--- src/rtl/fetch_queue_unit.sv ---
// rtl/fetch_queue_unit.sv - fetch PC, imem request issue, instruction queue and IF/ID register (optional FETCH_PERF_EN counters)
module fetch_queue_unit #(
    parameter int                    DATA_WIDTH  = 32,
    parameter int                    QUEUE_DEPTH = 2,
    parameter logic [DATA_WIDTH-1:0] RESET_PC    = 32'h0000_0000,
    parameter logic [DATA_WIDTH-1:0] NOP_INSTR   = 32'h0000_0013
) (
    input  logic                  clk,
    input  logic                  rst,
    input  logic                  StallF,
    input  logic                  StallD,
    input  logic                  FlushD,
    input  logic                  PCSrcE,
    input  logic [DATA_WIDTH-1:0] PCTargetE,
    output logic                  imem_req_valid,
    output logic [DATA_WIDTH-1:0] imem_req_addr,
    input  logic                  imem_req_ready,
    input  logic                  imem_rsp_valid,
    input  logic [DATA_WIDTH-1:0] imem_rsp_data,
    output logic [DATA_WIDTH-1:0] InstrD,
    output logic [DATA_WIDTH-1:0] PCD,
    output logic [DATA_WIDTH-1:0] PCPlus4D,
    output logic                  InstrValidD
`ifdef FETCH_PERF_EN
    ,
    output logic [31:0]           perf_redirects,
    output logic [31:0]           perf_bubbles
`endif
);

    localparam int PW = (QUEUE_DEPTH > 1) ? $clog2(QUEUE_DEPTH) : 1;
    localparam int CW = PW + 1;
    localparam logic [CW-1:0] DEPTH_C = CW'(QUEUE_DEPTH);

    logic [DATA_WIDTH-1:0] pc;
    logic [CW-1:0]         outstanding;
    logic [CW-1:0]         outstanding_next;
    logic [CW-1:0]         drop;
    logic [CW-1:0]         q_cnt;
    logic [CW-1:0]         credit_used;

    // PCs of requests in flight, captured at accept and consumed by responses in order
    logic [DATA_WIDTH-1:0] pend_pc [QUEUE_DEPTH];
    logic [PW-1:0]         pend_wr;
    logic [PW-1:0]         pend_rd;

    // returned instructions waiting for decode, paired with their PCs
    logic [DATA_WIDTH-1:0] q_instr [QUEUE_DEPTH];
    logic [DATA_WIDTH-1:0] q_pc    [QUEUE_DEPTH];
    logic [PW-1:0]         q_wr;
    logic [PW-1:0]         q_rd;

    logic bubble_load;
    logic pop;
    logic push;
    logic accept;

    // Issue and queue control; the slot freed by this cycle's pop counts as available credit
    always_comb begin
        bubble_load      = FlushD || PCSrcE;
        pop              = !bubble_load && !StallD && (q_cnt != '0);
        push             = imem_rsp_valid && (drop == '0) && !PCSrcE;
        credit_used      = outstanding + q_cnt - CW'(pop);
        imem_req_valid   = !rst && !StallF && !PCSrcE && (credit_used < DEPTH_C);
        imem_req_addr    = pc;
        accept           = imem_req_valid && imem_req_ready;
        outstanding_next = outstanding + CW'(accept) - CW'(imem_rsp_valid);
    end

    // PC register: redirect wins, otherwise advance on each accepted request
    always_ff @(posedge clk) begin
        if (rst) begin
            pc <= RESET_PC;
        end else if (PCSrcE) begin
            pc <= PCTargetE;
        end else if (accept) begin
            pc <= pc + DATA_WIDTH'(4);
        end
    end

    // In-flight and drop counters; a redirect marks everything still in flight for discard
    always_ff @(posedge clk) begin
        if (rst) begin
            outstanding <= '0;
            drop        <= '0;
        end else begin
            outstanding <= outstanding_next;
            if (PCSrcE) begin
                drop <= outstanding_next;
            end else if (imem_rsp_valid && (drop != '0)) begin
                drop <= drop - CW'(1);
            end
        end
    end

    // Pointer bookkeeping for the pending-PC list and the instruction queue
    always_ff @(posedge clk) begin
        if (rst) begin
            pend_wr <= '0;
            pend_rd <= '0;
            q_wr    <= '0;
            q_rd    <= '0;
            q_cnt   <= '0;
        end else begin
            if (accept) begin
                pend_wr <= pend_wr + PW'(1);
            end
            if (imem_rsp_valid) begin
                pend_rd <= pend_rd + PW'(1);
            end
            if (PCSrcE) begin
                q_wr  <= '0;
                q_rd  <= '0;
                q_cnt <= '0;
            end else begin
                if (push) begin
                    q_wr <= q_wr + PW'(1);
                end
                if (pop) begin
                    q_rd <= q_rd + PW'(1);
                end
                q_cnt <= q_cnt + CW'(push) - CW'(pop);
            end
        end
    end

    // Storage writes for both queues; contents are qualified by the pointers above
    always_ff @(posedge clk) begin
        if (accept) begin
            pend_pc[pend_wr] <= pc;
        end
        if (push) begin
            q_instr[q_wr] <= imem_rsp_data;
            q_pc[q_wr]    <= pend_pc[pend_rd];
        end
    end

    // IF/ID register: bubble on flush or redirect, hold on stall, else pop head or bubble
    always_ff @(posedge clk) begin
        if (rst) begin
            InstrD      <= NOP_INSTR;
            PCD         <= '0;
            PCPlus4D    <= DATA_WIDTH'(4);
            InstrValidD <= 1'b0;
        end else if (bubble_load) begin
            InstrD      <= NOP_INSTR;
            InstrValidD <= 1'b0;
        end else if (!StallD) begin
            if (pop) begin
                InstrD      <= q_instr[q_rd];
                PCD         <= q_pc[q_rd];
                PCPlus4D    <= q_pc[q_rd] + DATA_WIDTH'(4);
                InstrValidD <= 1'b1;
            end else begin
                InstrD      <= NOP_INSTR;
                InstrValidD <= 1'b0;
            end
        end
    end

`ifdef FETCH_PERF_EN
    // Saturating event counters for redirects and bubbles loaded into IF/ID
    always_ff @(posedge clk) begin
        if (rst) begin
            perf_redirects <= '0;
            perf_bubbles   <= '0;
        end else begin
            if (PCSrcE && (perf_redirects != '1)) begin
                perf_redirects <= perf_redirects + 32'd1;
            end
            if ((bubble_load || (!StallD && (q_cnt == '0))) && (perf_bubbles != '1)) begin
                perf_bubbles <= perf_bubbles + 32'd1;
            end
        end
    end
`endif

endmodule
--- config.mk ---
export PLATFORM = sky130hd
export DESIGN_NAME = fetch_queue_unit
export DESIGN_NICKNAME = d
export VERILOG_FILES = /design/src/rtl/fetch_queue_unit.sv
export SDC_FILE = /design/constraint.sdc
export NUM_CORES = 1
export LEC_CHECK = 0
export ABC_AREA = 1
export CORE_MARGIN = 3
export CORE_UTILIZATION = 49
export CTS_CLUSTER_DIAMETER = 60
export DETAILED_ROUTE_END_ITERATION = 8
export PLACE_DENSITY_LB_ADDON = 0.1
export SLEW_MARGIN = 20
export SYNTH_ARGS = -nofsm -noshare
export SYNTH_HDL_FRONTEND = slang
export SYNTH_SLANG_ARGS = --single-unit
--- constraint.sdc ---
create_clock -name clk -period 4.95 [get_ports clk]
set_input_delay 1.2375 -clock clk [delete_from_list [all_inputs] [get_ports clk]]
set_output_delay 1.2375 -clock clk [all_outputs]
set_load 0.01 [all_outputs]
After elaboration in Yosys (flattened, before gate mapping)

Memory sizes are Yosys's and may differ from the RTL's. A register that Yosys moved wholly into a read port is not among the register bits.
Cells that the tools add are included.

Flip-flop bits (word level): 139
Output and inout bits: 130
Memories kept: 3
Bits in writable memories: 192
ROM bits: 0
Latch bits: 0

Memories:

| memory  | depth | width | rd ports | clocked after memory_dff | write ports | line | source |
|---|---|---|---|---|---|---|---|
| pend_pc | 2     | 32    | 1        | 1                        | 1           | 43   | `logic [DATA_WIDTH-1:0] pend_pc [QUEUE_DEPTH];` |
| q_instr | 2     | 32    | 1        | 1                        | 1           | 48   | `logic [DATA_WIDTH-1:0] q_instr [QUEUE_DEPTH];` |
| q_pc    | 2     | 32    | 1        | 1                        | 1           | 49   | `logic [DATA_WIDTH-1:0] q_pc [QUEUE_DEPTH];` |

Bitwise operators: 2
Reduce and logical (&&, ||, !) cells: 23
Muxes and demuxes: 16
Multiply operators: 0
Magnitude comparators: 1
Shifts and indexed selects: 0
Divide/modulo/power cells: 0
Equality and inequality tests: 0
Add/sub/neg operators: 13

Operator list:

| cell                                                                | number |
|---|---|
| 32-bit 2-to-1 mux                                                   | 3 |
| 32-bit by 3-bit adder with 32-bit output (second input constant)    | 2 |
| 1-bit 2-to-1 mux                                                    | 11 |
| 1-bit logical AND                                                   | 9 |
| 2-bit nonzero test                                                  | 4 |
| 2-bit by 1-bit subtractor with 2-bit output                         | 3 |
| 1-bit zero test                                                     | 5 |
| 1-bit adder (second input constant)                                 | 4 |
| 2-bit by 1-bit adder with 2-bit output                              | 2 |
| 2-bit 2-to-1 mux                                                    | 2 |
| 2-bit OR reduction                                                  | 2 |
| 3-bit AND reduction                                                 | 1 |
| 2-bit adder                                                         | 1 |
| 2-bit zero test                                                     | 1 |
| 2-bit less-than comparator (second input constant)                  | 1 |
| 1-bit NOT                                                           | 2 |
| 2-bit by 1-bit subtractor with 2-bit output (second input constant) | 1 |
| 1-bit logical OR                                                    | 1 |

Depth between registers and ports, before layout

Word-level depth: 11
Gate-level depth with buffers: 22
Gate-level depth less buffers: 18

Least setup slack after synthesis

Ideal clock, no wire load.

Kind: input to register
From: in PCSrcE
To: mem q_instr[1][0] (enable)
Path slack: -0.045 ns
Arrival time: 4.507 ns
Stages: 4
Buffers on the path: 1
Setup time: 0.488 ns
Cells stage by stage: inv_1 -> clkbuf_1 -> nand3_1 -> nor2_1

Word-level cells in the longest chain between the ends: 4

Ends and longest elaborated chain:

| item                                   | line | source |
|---|---|---|
| start: declaration                     | 13   | `input logic PCSrcE,` |
| 1-bit zero test                        | 62   | `push = imem_rsp_valid && (drop == '0) && !PCSrcE;` |
| 1-bit logical AND                      | 62   |  |
| 1-bit 2-to-1 mux                       | 132  | `if (push) begin` |
| 1-bit 2-to-1 mux (not written as such) | 133  | `q_instr[q_wr] <= imem_rsp_data;` |
| end: declaration                       | 48   |  |

Every way passes these cells.

Worst setup path in the final report

From: in StallD
To: out imem_req_valid

Word-level cells in the longest chain between the ends: 6

Ends and longest elaborated chain:

| item                                        | line | source |
|---|---|---|
| start: declaration                          | 11   | `input logic StallD,` |
| 1-bit zero test                             | -    |  |
| 1-bit logical AND (2 in a row)              | 61   | `pop = !bubble_load && !StallD && (q_cnt != '0);` |
| 2-bit by 1-bit subtractor with 2-bit output | 63   | `credit_used = outstanding + q_cnt - CW'(pop);` |
| 2-bit less-than comparator                  | 64   | `imem_req_valid = !rst && !StallF && !PCSrcE && (credit_used < DEPTH_C);` |
| 1-bit logical AND                           | 64   |  |
| end: declaration                            | 15   | `output logic imem_req_valid,` |

Every way passes these cells.

==> reports/metrics.cfg <==
[timing]
min_period_ns=4.586
fmax_mhz=218.1
finalSetupViolCount=0
rsz0062_at_grt=no
slew_headroom_pct=28.49
fin_worst_skew_ns=0.01433
fin_tns_setup_ns=0
fin_hold_ws_ns=0.4538
worst_pin_slew_ns=1.073
fin_crit_sh_pct=92.64
finalHoldViolCount=0
slew_viol_final=0

[placement]
place_congestion=0.9416
hpwl_mm=22.09
port_buffers=201

[synthesis]
ys_ff_latch=331
async_reset_ff_share_pct=0
yosys_warnings=0
synth_nets=1607
syn_inst=1527
yosysMostFrequentCell=nand2_1
synth.top_cells.by_count=nand2_1 (544), edfxtp_1 (192), nor2_1 (142)
yosysUniqueCellTypes=39
ys_top_cells_by_area=edfxtp_1 (41%), dfxtp_1 (20%), nand2_1 (14%), nor2_1 (3.8%), nand3_1 (2.9%)
yosysTopAreaCell=edfxtp_1
synth_edf_count=192
syn-cell-area_sq_mm=0.01412
netlist.area_leader.share_pct=40.84
seq_area_frac_synth_pct=60.56
synth_flop_cell=edfxtp_1
syn_avg_cell_area_sq_um=9.244

[worst_setup_path]
worstSetupEndpoint=imem_req_valid
r2r_slack_ns=2.02
end_kind=output port
r2r_start=q_cnt[1]$_SDFF_PP0_
cp.required_ns=3.71
worstSetupPathType=in -> out
worstPathArrival_ns=3.35
reg2reg_depth=15
critPathMaxFanout=4
worstReg2RegEnd=imem_req_addr[5]$_SDFFE_PP0P_
start_kind=input pin
startpoint=StallD

[floorplan]
die_h_um=175.7
num_rows=61
core_area_sq_mm=0.02809
pin_count=202
fp.dieArea_sq_mm=0.03088
die_w_um=175.7
start_util_pct=50.26

[global_routing]
grt.total_usage_pct=21.06
grt-ovfl-total=0
antenna_found_initial=0
grt_start_max_net_pins=101
grt_pass1_wl_mm=52.79
grt_pass1_vias=10140

[route]
dr_total_vias=10750
antenna_left=0
routed_wl_mm=32.86
routedWlPerCell_um=15.50
vias_per_cell=5.073
drtPass1Iterations=5
drt_iter0_markers=738
drc=0

[clocking]
h-tree-depth=2
clk_pin_slew_ns=0.06
cts_tree=done
cts_inserted_buffers=35
root_buffer=clkbuf_16
clock_latency_ns=0.50
post_cts_buffers=0
cts_resized=0
cts_hold_buffers=0
clk_path_buf_depth=3
clkSinkCount=331

[hold_path]
min_from=PCPlus4D[2]$_SDFFE_PP1P_
hp-class=reg -> reg

[finish]
num_antenna_cells=0
drive_gt1_share_pct=8.439
syn_to_final_growth_pct=24.52
fin_nets=1796

[outcome]
outcome=finished clean

[pwr]
vdd_drop_max_uv=177.6
p_leak_nw=6.658
p_per_area_mw_per_mm2=343.1

[run]
drv_cap=0

report_power, final:
group,internal (W),switching [W],total [W]
Clock,0.00157,0.00102,0.00259
Combinational,0.000172,0.000225,0.000397
Sequential,0.00299,0.0000514,0.00304
Total,0.00474,0.00129,0.00603
metal layers:
layer / GRT usage [%] / share of wire (%) / vias up
met5: 0 / 0 / -
met4: 6.697 / 2.6 / 0
met3: 3.394 / 6.4 / 53
met2: 34.49 / 47 / 360
met1: 28.91 / 44 / 4943
li1: - / - / 5398
layout by cell type (no fill, tap or decap), types with 2 or more instances in the layout:
master           Yosys  final
nor2_1             142    138
clkinv_1             0      4
o21a_1              18     18
o21ai_1              2      2
clkdlybuf4s50_1      0    201
nand2_2             22     22
nand4_1             11     11
clkbuf_16            0     37
nor3_1               5      5
clkbuf_1            35     11
mux2_2              32     32
or2_2                2      2
nand2_1            544    544
o211ai_1             2      2
nand3b_1            11     11
nand3_1             82     81
a21oi_1             68     68
a31oi_1              6      6
xor2_1               8      8
edfxtp_1           192    192
inv_1               87     87
dfxtp_1            139    138
clkinvlp_4           0      3
nor3b_1              2      2
nor2_4               7      9
o21ai_0             36     36
inv_2                5      4
o21bai_1             7      7
buf_4                8     15
nor2_2               8     10
bufinv_16            0      3
a21boi_0             3      3
clkinv_2             0      2
nand3_2              1      2
xnor2_1              8      8
ha_1                 8      8
clkbuf_8             0      3
layout make-up:
class,count,area (sq um)
fill,2445,10510
sequential,331,8549
multi-input combinational,1040,4933
timing repair buffer,216,2125
clock buffer,51,1008
tap,378,473.0
inverter,92,346.6
clock inverter,12,141.4
through the flow:
| step | util [%] | std cells | power, W | area, sq um | setup slack (ns) |
|---|---|---|---|---|---|
| detailed placement | 58.49 | 2057 | 0.003500 | 16430 | 0.3902 |
| global placement | 58.49 | 2057 | 0.003491 | 16430 | 0.4178 |
| floorplan | - | 1527 | 0.003319 | 14120 | 0.1748 |
| CTS | 62.58 | 2120 | 0.006093 | 17580 | 0.3791 |
| global route | 62.58 | 2120 | 0.006248 | 17580 | 0.1503 |
| finish | 62.58 | 2120 | 0.006031 | 17580 | 0.3642 |
cell families after synthesis:
group	share of synthesized area, %
DFF	60.56
and+or+nand+nor	24.72
AOI/OAI and AO/OA	5.797
muxes	2.553
xor gates and xnor gates	0.9928
adders and majority gates	0.7091
buffers and inverters	4.671
worst min-delay path by stage:
| stage | endpoint | slack [ns] | depth (start not counted) |
|---|---|---|---|
| final | PCPlus4D[2]$_SDFFE_PP1P_ | 0.45 | 2 |
| after global routing | InstrD[19]$_SDFFE_PP0N_ | 0.48 | 2 |
| after CTS | InstrD[19]$_SDFFE_PP0N_ | 0.46 | 2 |
| after detailed placement | PCPlus4D[2]$_SDFFE_PP1P_ | 0.45 | 2 |
| after global placement | PCPlus4D[2]$_SDFFE_PP1P_ | 0.44 | 2 |
| after floorplan | flip-flop | 0.47 | 2 |
worst max-delay path, cell delays in order:
cell,delay (ns)
clkdlybuf4s50_1,0.49
inv_1,0.12
nand3_2,0.12
clkinv_2,0.06
ha_1,0.26
inv_1,0.08
nand2_1,0.05
nand2_1,0.07
nand2_1,0.06
nand2_1,0.09
nand3_1,0.12
inv_1,0.07
clkdlybuf4s50_1,0.53
state kept, by name, summed over array words and instances, names as in the netlist, named ones only:
name           cells
pend_pc           64
q_instr           64
q_pc              64
InstrD            32
PCD               32
imem_req_addr     32
PCPlus4D          30
drop               2
outstanding        2
q_cnt              2
InstrValidD        1
pend_rd            1
pend_wr            1
q_rd               1
q_wr               1
(Power assumes the default switching activity.)
